$ cat src/rtl/ex_div_if.sv
// Divider request/response bundle between EX and ex_div.
// EX drives operands, start_i and annul_i; the divider returns result_o, ready_o and busy_o.
interface ex_div_if #(
  parameter int DATA_W = 32
);
  logic                  signed_div_i;
  logic [DATA_W-1:0]     opdata1_i;
  logic [DATA_W-1:0]     opdata2_i;
  logic                  start_i;
  logic                  annul_i;
  logic [2*DATA_W-1:0]   result_o;
  logic                  ready_o;
  logic                  busy_o;

  modport master (
    output signed_div_i, opdata1_i, opdata2_i,
    output start_i, annul_i,
    input  result_o, ready_o, busy_o
  );

  modport slave (
    input  signed_div_i, opdata1_i, opdata2_i,
    input  start_i, annul_i,
    output result_o, ready_o, busy_o
  );
endinterface

$ cat src/rtl/ex_div.sv
// EX-stage iterative radix-2 restoring divider for DIV/DIVU.
// Ports: clk, rst (sync active-low), bus (ex_div_if.slave):
//   signed_div_i, opdata1_i, opdata2_i, start_i, annul_i in;
//   result_o = {remainder, quotient}, ready_o, busy_o out.
// Optional: define DIV_OVERFLOW_EN to shortcut DIV 0x80000000 / -1.
module ex_div #(
  parameter int DATA_W = 32,
  parameter int CNT_W  = 6
) (
  input  logic       clk,
  input  logic       rst,
  ex_div_if.slave    bus
);

  typedef enum logic [1:0] {
    FREE,
    BYZERO,
    ON,
    END
  } state_e;

  state_e                state_q, state_d;
  logic [CNT_W-1:0]      cnt_q, cnt_d;
  logic [DATA_W-1:0]     rem_q, rem_d;
  logic [DATA_W-1:0]     quo_q, quo_d;
  logic [DATA_W-1:0]     dsr_q, dsr_d;
  logic                  negq_q, negq_d;
  logic                  negr_q, negr_d;
  logic [2*DATA_W-1:0]   result_q, result_d;
  logic                  ready_q, ready_d;
`ifdef DIV_OVERFLOW_EN
  logic                  ovf_q, ovf_d;
  logic                  is_ovf;
`endif

  logic                  op1_neg, op2_neg;
  logic [DATA_W-1:0]     abs1, abs2;
  logic [DATA_W:0]       shifted;
  logic [DATA_W+1:0]     sub;
  logic                  borrow;
  logic [DATA_W-1:0]     rem_nx, quo_nx;
  logic                  last;

  assign op1_neg = bus.signed_div_i & bus.opdata1_i[DATA_W-1];
  assign op2_neg = bus.signed_div_i & bus.opdata2_i[DATA_W-1];
  assign abs1    = op1_neg ? -bus.opdata1_i : bus.opdata1_i;
  assign abs2    = op2_neg ? -bus.opdata2_i : bus.opdata2_i;

`ifdef DIV_OVERFLOW_EN
  assign is_ovf = bus.signed_div_i
    && (bus.opdata1_i == {1'b1, {(DATA_W-1){1'b0}}})
    && (&bus.opdata2_i);
`endif

  // Partial remainder picks up the next dividend bit from the top of
  // quo_q; quotient bits fill quo_q from the bottom as it drains.
  assign shifted = {rem_q, quo_q[DATA_W-1]};
  assign sub     = {1'b0, shifted} - {2'b00, dsr_q};
  assign borrow  = sub[DATA_W+1];
  assign rem_nx  = borrow ? shifted[DATA_W-1:0] : sub[DATA_W-1:0];
  assign quo_nx  = {quo_q[DATA_W-2:0], ~borrow};
  assign last    = (cnt_q == CNT_W'(DATA_W-1));

  always_comb begin
    state_d  = state_q;
    cnt_d    = cnt_q;
    rem_d    = rem_q;
    quo_d    = quo_q;
    dsr_d    = dsr_q;
    negq_d   = negq_q;
    negr_d   = negr_q;
    result_d = result_q;
    ready_d  = ready_q;
`ifdef DIV_OVERFLOW_EN
    ovf_d    = ovf_q;
`endif
    unique case (state_q)
      FREE: begin
        if (bus.start_i && !bus.annul_i) begin
          if (bus.opdata2_i == '0) begin
            state_d = BYZERO;
`ifdef DIV_OVERFLOW_EN
            ovf_d   = 1'b0;
          end else if (is_ovf) begin
            state_d = BYZERO;
            ovf_d   = 1'b1;
`endif
          end else begin
            state_d = ON;
            cnt_d   = '0;
            rem_d   = '0;
            quo_d   = abs1;
            dsr_d   = abs2;
            negq_d  = op1_neg ^ op2_neg;
            negr_d  = op1_neg;
          end
        end
      end
      BYZERO: begin
        state_d  = END;
        ready_d  = 1'b1;
        result_d = '0;
`ifdef DIV_OVERFLOW_EN
        if (ovf_q)
          result_d = {{DATA_W{1'b0}},
                      1'b1, {(DATA_W-1){1'b0}}};
`endif
      end
      ON: begin
        if (bus.annul_i) begin
          state_d = FREE;
          ready_d = 1'b0;
        end else begin
          cnt_d = cnt_q + 1'b1;
          rem_d = rem_nx;
          quo_d = quo_nx;
          if (last) begin
            state_d  = END;
            ready_d  = 1'b1;
            result_d = {negr_q ? -rem_nx : rem_nx,
                        negq_q ? -quo_nx : quo_nx};
          end
        end
      end
      END: begin
        if (!bus.start_i) begin
          state_d = FREE;
          ready_d = 1'b0;
        end
      end
    endcase
  end

  always_ff @(posedge clk) begin
    if (!rst) begin
      state_q  <= FREE;
      cnt_q    <= '0;
      rem_q    <= '0;
      quo_q    <= '0;
      dsr_q    <= '0;
      negq_q   <= 1'b0;
      negr_q   <= 1'b0;
      result_q <= '0;
      ready_q  <= 1'b0;
`ifdef DIV_OVERFLOW_EN
      ovf_q    <= 1'b0;
`endif
    end else begin
      state_q  <= state_d;
      cnt_q    <= cnt_d;
      rem_q    <= rem_d;
      quo_q    <= quo_d;
      dsr_q    <= dsr_d;
      negq_q   <= negq_d;
      negr_q   <= negr_d;
      result_q <= result_d;
      ready_q  <= ready_d;
`ifdef DIV_OVERFLOW_EN
      ovf_q    <= ovf_d;
`endif
    end
  end

  assign bus.result_o = result_q;
  assign bus.ready_o  = ready_q;
  assign bus.busy_o   = (state_q != FREE);

endmodule

$ cat src/flat_wrapper.sv
// flat-port wrapper written by rule: the top's interface ports become plain ports
module ex_div_flat 
#(
  parameter int DATA_W = 32,
  parameter int CNT_W  = 6
)
  (clk, rst, bus_signed_div_i, bus_opdata1_i, bus_opdata2_i, bus_start_i, bus_annul_i, bus_result_o, bus_ready_o, bus_busy_o);
  ex_div_if #(.DATA_W(DATA_W)) bus_i ();
  input  logic clk;
  input  logic rst;
  input wire logic [$bits(bus_i.signed_div_i)-1:0] bus_signed_div_i;
  input wire logic [$bits(bus_i.opdata1_i)-1:0] bus_opdata1_i;
  input wire logic [$bits(bus_i.opdata2_i)-1:0] bus_opdata2_i;
  input wire logic [$bits(bus_i.start_i)-1:0] bus_start_i;
  input wire logic [$bits(bus_i.annul_i)-1:0] bus_annul_i;
  output wire logic [$bits(bus_i.result_o)-1:0] bus_result_o;
  output wire logic [$bits(bus_i.ready_o)-1:0] bus_ready_o;
  output wire logic [$bits(bus_i.busy_o)-1:0] bus_busy_o;
  assign bus_i.signed_div_i = bus_signed_div_i;
  assign bus_i.opdata1_i = bus_opdata1_i;
  assign bus_i.opdata2_i = bus_opdata2_i;
  assign bus_i.start_i = bus_start_i;
  assign bus_i.annul_i = bus_annul_i;
  assign bus_result_o = bus_i.result_o;
  assign bus_ready_o = bus_i.ready_o;
  assign bus_busy_o = bus_i.busy_o;
  ex_div #(.DATA_W(DATA_W), .CNT_W(CNT_W)) u_core (.clk(clk), .rst(rst), .bus(bus_i));
endmodule
$ cat config.mk
export PLATFORM = sky130hd
export DESIGN_NAME = ex_div_flat
export DESIGN_NICKNAME = d
export VERILOG_FILES = /design/src/rtl/ex_div_if.sv /design/src/rtl/ex_div.sv /design/src/flat_wrapper.sv
export SDC_FILE = /design/constraint.sdc
export NUM_CORES = 1
export LEC_CHECK = 0
export ABC_CLOCK_PERIOD_IN_PS = 5300
export CORE_ASPECT_RATIO = 1.75
export CORE_MARGIN = 10
export CORE_UTILIZATION = 57
export DETAILED_ROUTE_END_ITERATION = 10
export GPL_TIMING_DRIVEN = 0
export HOLD_SLACK_MARGIN = 0.1
export PLACE_DENSITY_LB_ADDON = 0.05
export SYNTH_ARGS = -nofsm -noshare
export SYNTH_HDL_FRONTEND = slang
export SYNTH_SLANG_ARGS = --single-unit
$ cat constraint.sdc
create_clock -name clk -period 5.3 [get_ports clk]
set_input_delay 1.06 -clock clk [delete_from_list [all_inputs] [get_ports clk]]
set_output_delay 1.06 -clock clk [all_outputs]
set_load 0.1 [all_outputs]
## Word-level counts from Yosys, hierarchy flattened

Cells that the tools add are included.

- Logic and storage cells: 73
- Output and inout port bits: 66
- Bits of input ports: 69
- Flip-flop bits (word level): 171

- Add/sub/neg operators: 6
- Equal/unequal tests: 10
- Muxes and demuxes: 30
- Reductions and logical operators: 13
- Bitwise logic cells: 5

Operators with widths:

| operator | number |
|---|---|
| $mux W32 | 11 |
| $mux W64 | 2 |
| $neg A32 Y32 | 4 |
| $pmux W32 S2 | 2 |
| $pmux W64 S2 | 1 |
| $sub A33 B32 Y34 | 1 |
| $logic_not A32 Y1 | 1 |
| $mux W6 | 3 |
| $pmux W6 S2 | 1 |
| $reduce_and A3 Y1 | 4 |
| $mux W2 | 5 |
| $pmux W2 S4 | 1 |
| $add A6 B1 Y6 const B | 1 |
| $eq A6 B5 Y1 const B | 1 |
| $ne A2 B2 Y1 const B | 3 |
| $reduce_bool A2 Y1 | 3 |
| $eq A2 B2 Y1 const B | 2 |
| $ne A2 B1 Y1 const B | 2 |
| $reduce_and A4 Y1 | 1 |
| $mux W1 | 3 |
| $ne A3 B2 Y1 const B | 1 |
| $pmux W1 S3 | 1 |
| $reduce_bool A3 Y1 | 1 |
| $and A1 B1 Y1 | 2 |
| 6 further kinds | 7 |

## Longest topological paths before layout

- Depth after elaboration: 7
- Depth in mapped cells: 22
- Mapped depth without buffers: 18

## Least setup slack after synthesis

OpenSTA, ideal clock, no wires.

- Kind: register -> register
- Start: register u_core.dsr_q[10]
- End: register u_core.result_q[54] (netlist: u_core.bus.result_o[54])
- Data arrival time: 4.481 ns
- Setup time: 0.125 ns
- Data required time: 5.175 ns
- Setup slack: 0.695 ns
- Cell stages (with the launch flop): 20
- Clock period less this slack: 4.605 ns
- Buffers on the path: 2
- Cell sequence: dfxtp_1 > inv_1 > ha_1 > a21oi_2 > o21ai_2 > a41o_1 > o31ai_2 > nand2_2 > clkbuf_1 > clkbuf_1 > o21ai_0 > ha_1 > nand2_1 > or3_1 > a211o_1 > and2_4 > or4b_4 > o31ai_2 > xor2_1 > o21ai_1

- Word-level cells in the longest chain between the ends: 7

Ends and longest elaborated chain:

| element | RTL line | text |
|---|---|---|
| start, declared | ex_div.sv:26 | `logic [DATA_W-1:0] dsr_q, dsr_d;` |
| start signal, assigned | ex_div.sv:153 | `dsr_q <= dsr_d;` |
| $sub A33 B32 Y34 (*) | ex_div.sv:58 | `assign sub = {1'b0, shifted} - {2'b00, dsr_q};` |
| $mux W32 (*) | ex_div.sv:60 | `assign rem_nx = borrow ? shifted[DATA_W-1:0] : sub[DATA_W-1:0];` |
| $neg A32 Y32 | ex_div.sv:120 | `result_d = {negr_q ? -rem_nx : rem_nx,` |
| $mux W32 (*) | ex_div.sv:120 |  |
| $mux W64 (*) | ex_div.sv:117 | `if (last) begin` |
| $mux W64 (*) | ex_div.sv:110 | `if (bus.annul_i) begin` |
| $pmux W64 S2 (*) | ex_div.sv:77 | `unique case (state_q)` |
| end signal, assigned | ex_div.sv:156 | `result_q <= result_d;` |
| end, declared | ex_div.sv:29 | `logic [2*DATA_W-1:0] result_q, result_d;` |

Every way passes the cells marked *; elsewhere a longest branch is shown, timed or not. The select of a mux whose other input is x is not followed.
A chain may end at the register's enable or synchronous reset.

## Worst setup path after layout

- Start: register u_core.rem_q[19]
- End: register u_core.result_q[26] (netlist: u_core.bus.result_o[26])

- Word-level cells in the longest chain between the ends: 7

Ends and longest elaborated chain:

| element | RTL line | text |
|---|---|---|
| start, declared | ex_div.sv:24 | `logic [DATA_W-1:0] rem_q, rem_d;` |
| start signal, assigned | ex_div.sv:151 | `rem_q <= rem_d;` |
| $sub A33 B32 Y34 | ex_div.sv:58 |  |
| $not A1 Y1 | ex_div.sv:61 | `assign quo_nx = {quo_q[DATA_W-2:0], ~borrow};` |
| $neg A32 Y32 | ex_div.sv:121 | `negq_q ? -quo_nx : quo_nx};` |
| $mux W32 | ex_div.sv:121 |  |
| $mux W64 | ex_div.sv:117 |  |
| $mux W64 | ex_div.sv:110 |  |
| $pmux W64 S2 | ex_div.sv:77 |  |

No other way between the ends. The select of a mux whose other input is x is not followed.

==> results.yml <==
grt:
  grt_pass1_vias: 12400
  grt-ovfl-total: 0
  grt.total_usage_pct: 30.4
  grt_pass1_wl_um: 63000
  antenna_found_initial: 0
  grt_max_degree: 20
final_layout:
  ff_latch_area_mm2: 0.00343
  fillCellCount: 1673
  multi_input_area_mm2: 0.00739
  drive_above_1_share_pct: 6.34
  num-nets-final: 1734
  diodes: 0
  area_growth_pct: 21.0
  stdcell_area_mm2: 0.0137
  utilization_pct: 69.8
pwr:
  combPwrFrac_pct: 21.3
  total_power_w: 0.00353
  peakVddDrop_mv: 0.240
  p_clk_share_pct: 40.4
  leakage_nw: 5.31
  intPower_w: 0.00246
  switchingPower_w: 0.00107
  swShare_pct: 30.2
  seqPwrFrac_pct: 38.3
  power_density_mw_per_mm2: 257
run_status:
  outcome: "finished clean"
synthesis:
  synth_edf_count: 0
  yosysSeqAreaShare_pct: 30.2
  ys_ff_latch: 171
  syn_area_mm2: 0.0113
  synth.net_count: 1586
  async_reset_ff_share_pct: 0
  yosysWarnings: 0
  ys_types: 82
  syn_inst: 1479
  syn_area_per_cell_um2: 7.67
  synthFlopType: "dfxtp_1"
floorplan:
  fp.dieH_um: 207
  pin_count: 135
  dieWidth_um: 127
  start_util_pct: 57.7
  die_area_mm2: 0.0262
  core_mm2: 0.0197
  num_rows: 68
clock_tree:
  cts_sinks: 171
  cts_tree: "yes"
  clk_latency_ns: 0.45
  clockRootBuffer: "clkbuf_16"
  htreeDepth: 4
  cts.clk_slew.worst_paths_ns: 0.07
  cts_buffers: 17
  cts_buffer_depth: 2
drt:
  drtAntennaViolNets: 0
  drt_first_iter_violations: 923
  vias: 12000
  first_pass_iters: 5
  wl_per_cell_um: 21.6
  drc: 0
  viasPerCell: 6.37
  wl_um: 40700
sta:
  setup_violations: 0
  hold_violations: 0
  finClkSkew_ns: 0.00602
  max_slew.worst_pin.slew_ns: 1.23
  drv_slew: 0
  fmax_ghz: 0.197
  period_share_pct: 96.0
  hold_ws_ns: 0.452
  tns_ns: 0
  relSlewSlack_pct: 17.4
  finalCriticalPeriod_ns: 5.09
worst_setup_path:
  path_class: "register to register"
  cp_slowest_stage_delay_ns: 0.55
  path_buf_inv: 3
  critical_path.top_delay_family: "compound AO/OA/AOI/OAI gates"
  rr_startpoint: "u_core.rem_q[19]$_SDFFE_PN0P_"
  critPathCaptureType: "register"
  crit_required_ns: 5.62
  worstPathMaxFanout: 28
  start_kind: "register"
  cp_cell_sequence: "ha_1 > buf_2 > a21oi_1 > o21ai_1 > a211oi_2 > o21a_1 > nand2_2 > inv_2 > buf_4 > ha_1 > nand3b_1 > or4_4 > o21ai_1 > nand2_1 > a21oi_1 > nand2_1 > xor2_1 > a22oi_1 > nor2_1"
  cp.arrival_ns: 5.41
  slowest_stage: "or4_4"
  cp-startpoint: "u_core.rem_q[19]$_SDFFE_PN0P_"
placed_design:
  globalplace.congestion: 0.988
  port_buffers: 132
  placed_cell_area_mm2: 0.0130
  hpwlAfterDp_um: 32400
run:
  cap_viol_max_count: 0
hold_path:
  hp-start: "u_core.bus.result_o[52]$_SDFFE_PN0P_"
  hp-class: "register to register"
==> cells in the mapped netlist, types with 31 or more instances <==
| master | number | area [µm²] |
|---|---|---|
| a21oi_1 | 74 | 370 |
| a222oi_1 | 31 | 310 |
| a22oi_1 | 58 | 435 |
| clkbuf_1 | 69 | 259 |
| dfxtp_1 | 171 | 3420 |
| ha_1 | 37 | 463 |
| inv_1 | 47 | 176 |
| nand2_1 | 168 | 631 |
| nor2_1 | 202 | 758 |
| o21ai_0 | 98 | 490 |
| xnor2_1 | 71 | 622 |
| xor2_1 | 68 | 596 |
==> worst min-delay path, stage by stage, from the launching register on <==
cell and delay [ns]:
dfxtp_1 0.31, nand2_1 0.05, o21ai_1 0.05
==> power by group through the flow <==
stage	sequential (W)	clock (W)	combinational [W]
6_report	0.00135	0.00143	0.000753
5_1_grt	0.00135	0.00148	0.000818
4_1_cts	0.00135	0.00143	0.000728
3_5_place_dp	0.00138	0	0.000718
3_3_place_gp	0.00138	0	0.000708
2_1_floorplan	0.00137	0	0.000477
==> cell families after synthesis <==
family	share of synthesized area [%]
buf+inv	5.39
compound gates	27.3
flops	30.2
mux	0.629
simple gates	21.5
xor+xnor	10.7
fa+ha+maj	4.26
==> worst paths after layout <==
kind                                                to  slack (ns)  depth (start not counted)
setup / recovery  u_core.bus.result_o[26]$_SDFFE_PN0P_        0.21                         19
hold / removal    u_core.bus.result_o[52]$_SDFFE_PN0P_        0.45                          2
setup reg to reg  u_core.bus.result_o[26]$_SDFFE_PN0P_        0.21                         19
hold reg to reg   u_core.bus.result_o[52]$_SDFFE_PN0P_        0.45                          2
==> what timing repair did <==
action / 4_1_cts / 5_1_grt
pin swaps: 1 / 4
setup buffers: 0 / 1
resized for setup: 18 / 15
hold buffers: 0 / 0
endpoints found under the setup margin: 19 / 9
==> flip-flops by register name (all words and copies together), names as in the netlist <==
| name | count |
|---|---|
| u_core.bus.ready_o | 1 |
| u_core.negr_q | 1 |
| u_core.quo_q | 32 |
| u_core.state_q | 2 |
| u_core.negq_q | 1 |
| u_core.cnt_q | 6 |
| u_core.bus.result_o | 64 |
| u_core.rem_q | 32 |
| u_core.dsr_q | 32 |
==> metrics by stage <==
stage          setup slack, ns  cells
4_1_cts               0.000817   1887
3_5_place_dp             -1.04   1856
6_report                 0.211   1885
5_1_grt                -0.0255   1885
3_3_place_gp            -0.977   1856
2_1_floorplan            0.695   1479
==> layer usage <==
layer / GRT usage (%) / part of all wire, % / routed length (µm) / vias up
li1: - / - / - / 5665
met1: 26.1 / 32 / 13100 / 5599
met2: 56.2 / 52 / 21200 / 530
met3: 5.57 / 5.0 / 2040 / 215
met4: 30.9 / 11 / 4410 / 0
met5: 0 / 0 / 0 / -
==> area by class of cell <==
type | count | share of cell area [%]
inverter | 50 | 1.37
buffer | 94 | 3.06
clock inverter | 13 | 1.54
multi-input combinational | 1160 | 53.8
timing repair buffer | 133 | 9.68
tap | 245 | 2.23
sequential | 171 | 25.0
clock buffer | 19 | 3.30
==> cells in the final DEF, fill, tap and decap left out, drive strengths merged, types with 14 or more instances in the layout <==
master         synthesis  routed
xor2                  68      68
o31ai                 29      29
or4                   14      14
o21ai                107     107
buf                   26      28
a222oi                31      31
clkdlybuf4s50          0     132
dfxtp                171     171
a21o                  16      16
and2                  15      15
or3                   21      21
nor2                 202     202
nor3                  26      26
ha                    37      37
a211oi                29      29
xnor2                 71      71
inv                   49      53
nand4                 16      16
a21oi                 77      77
clkbuf                72      86
nand3                 20      20
a22oi                 58      58
nand2                169     169
Note: power is estimated with default switching activity, not from simulation.
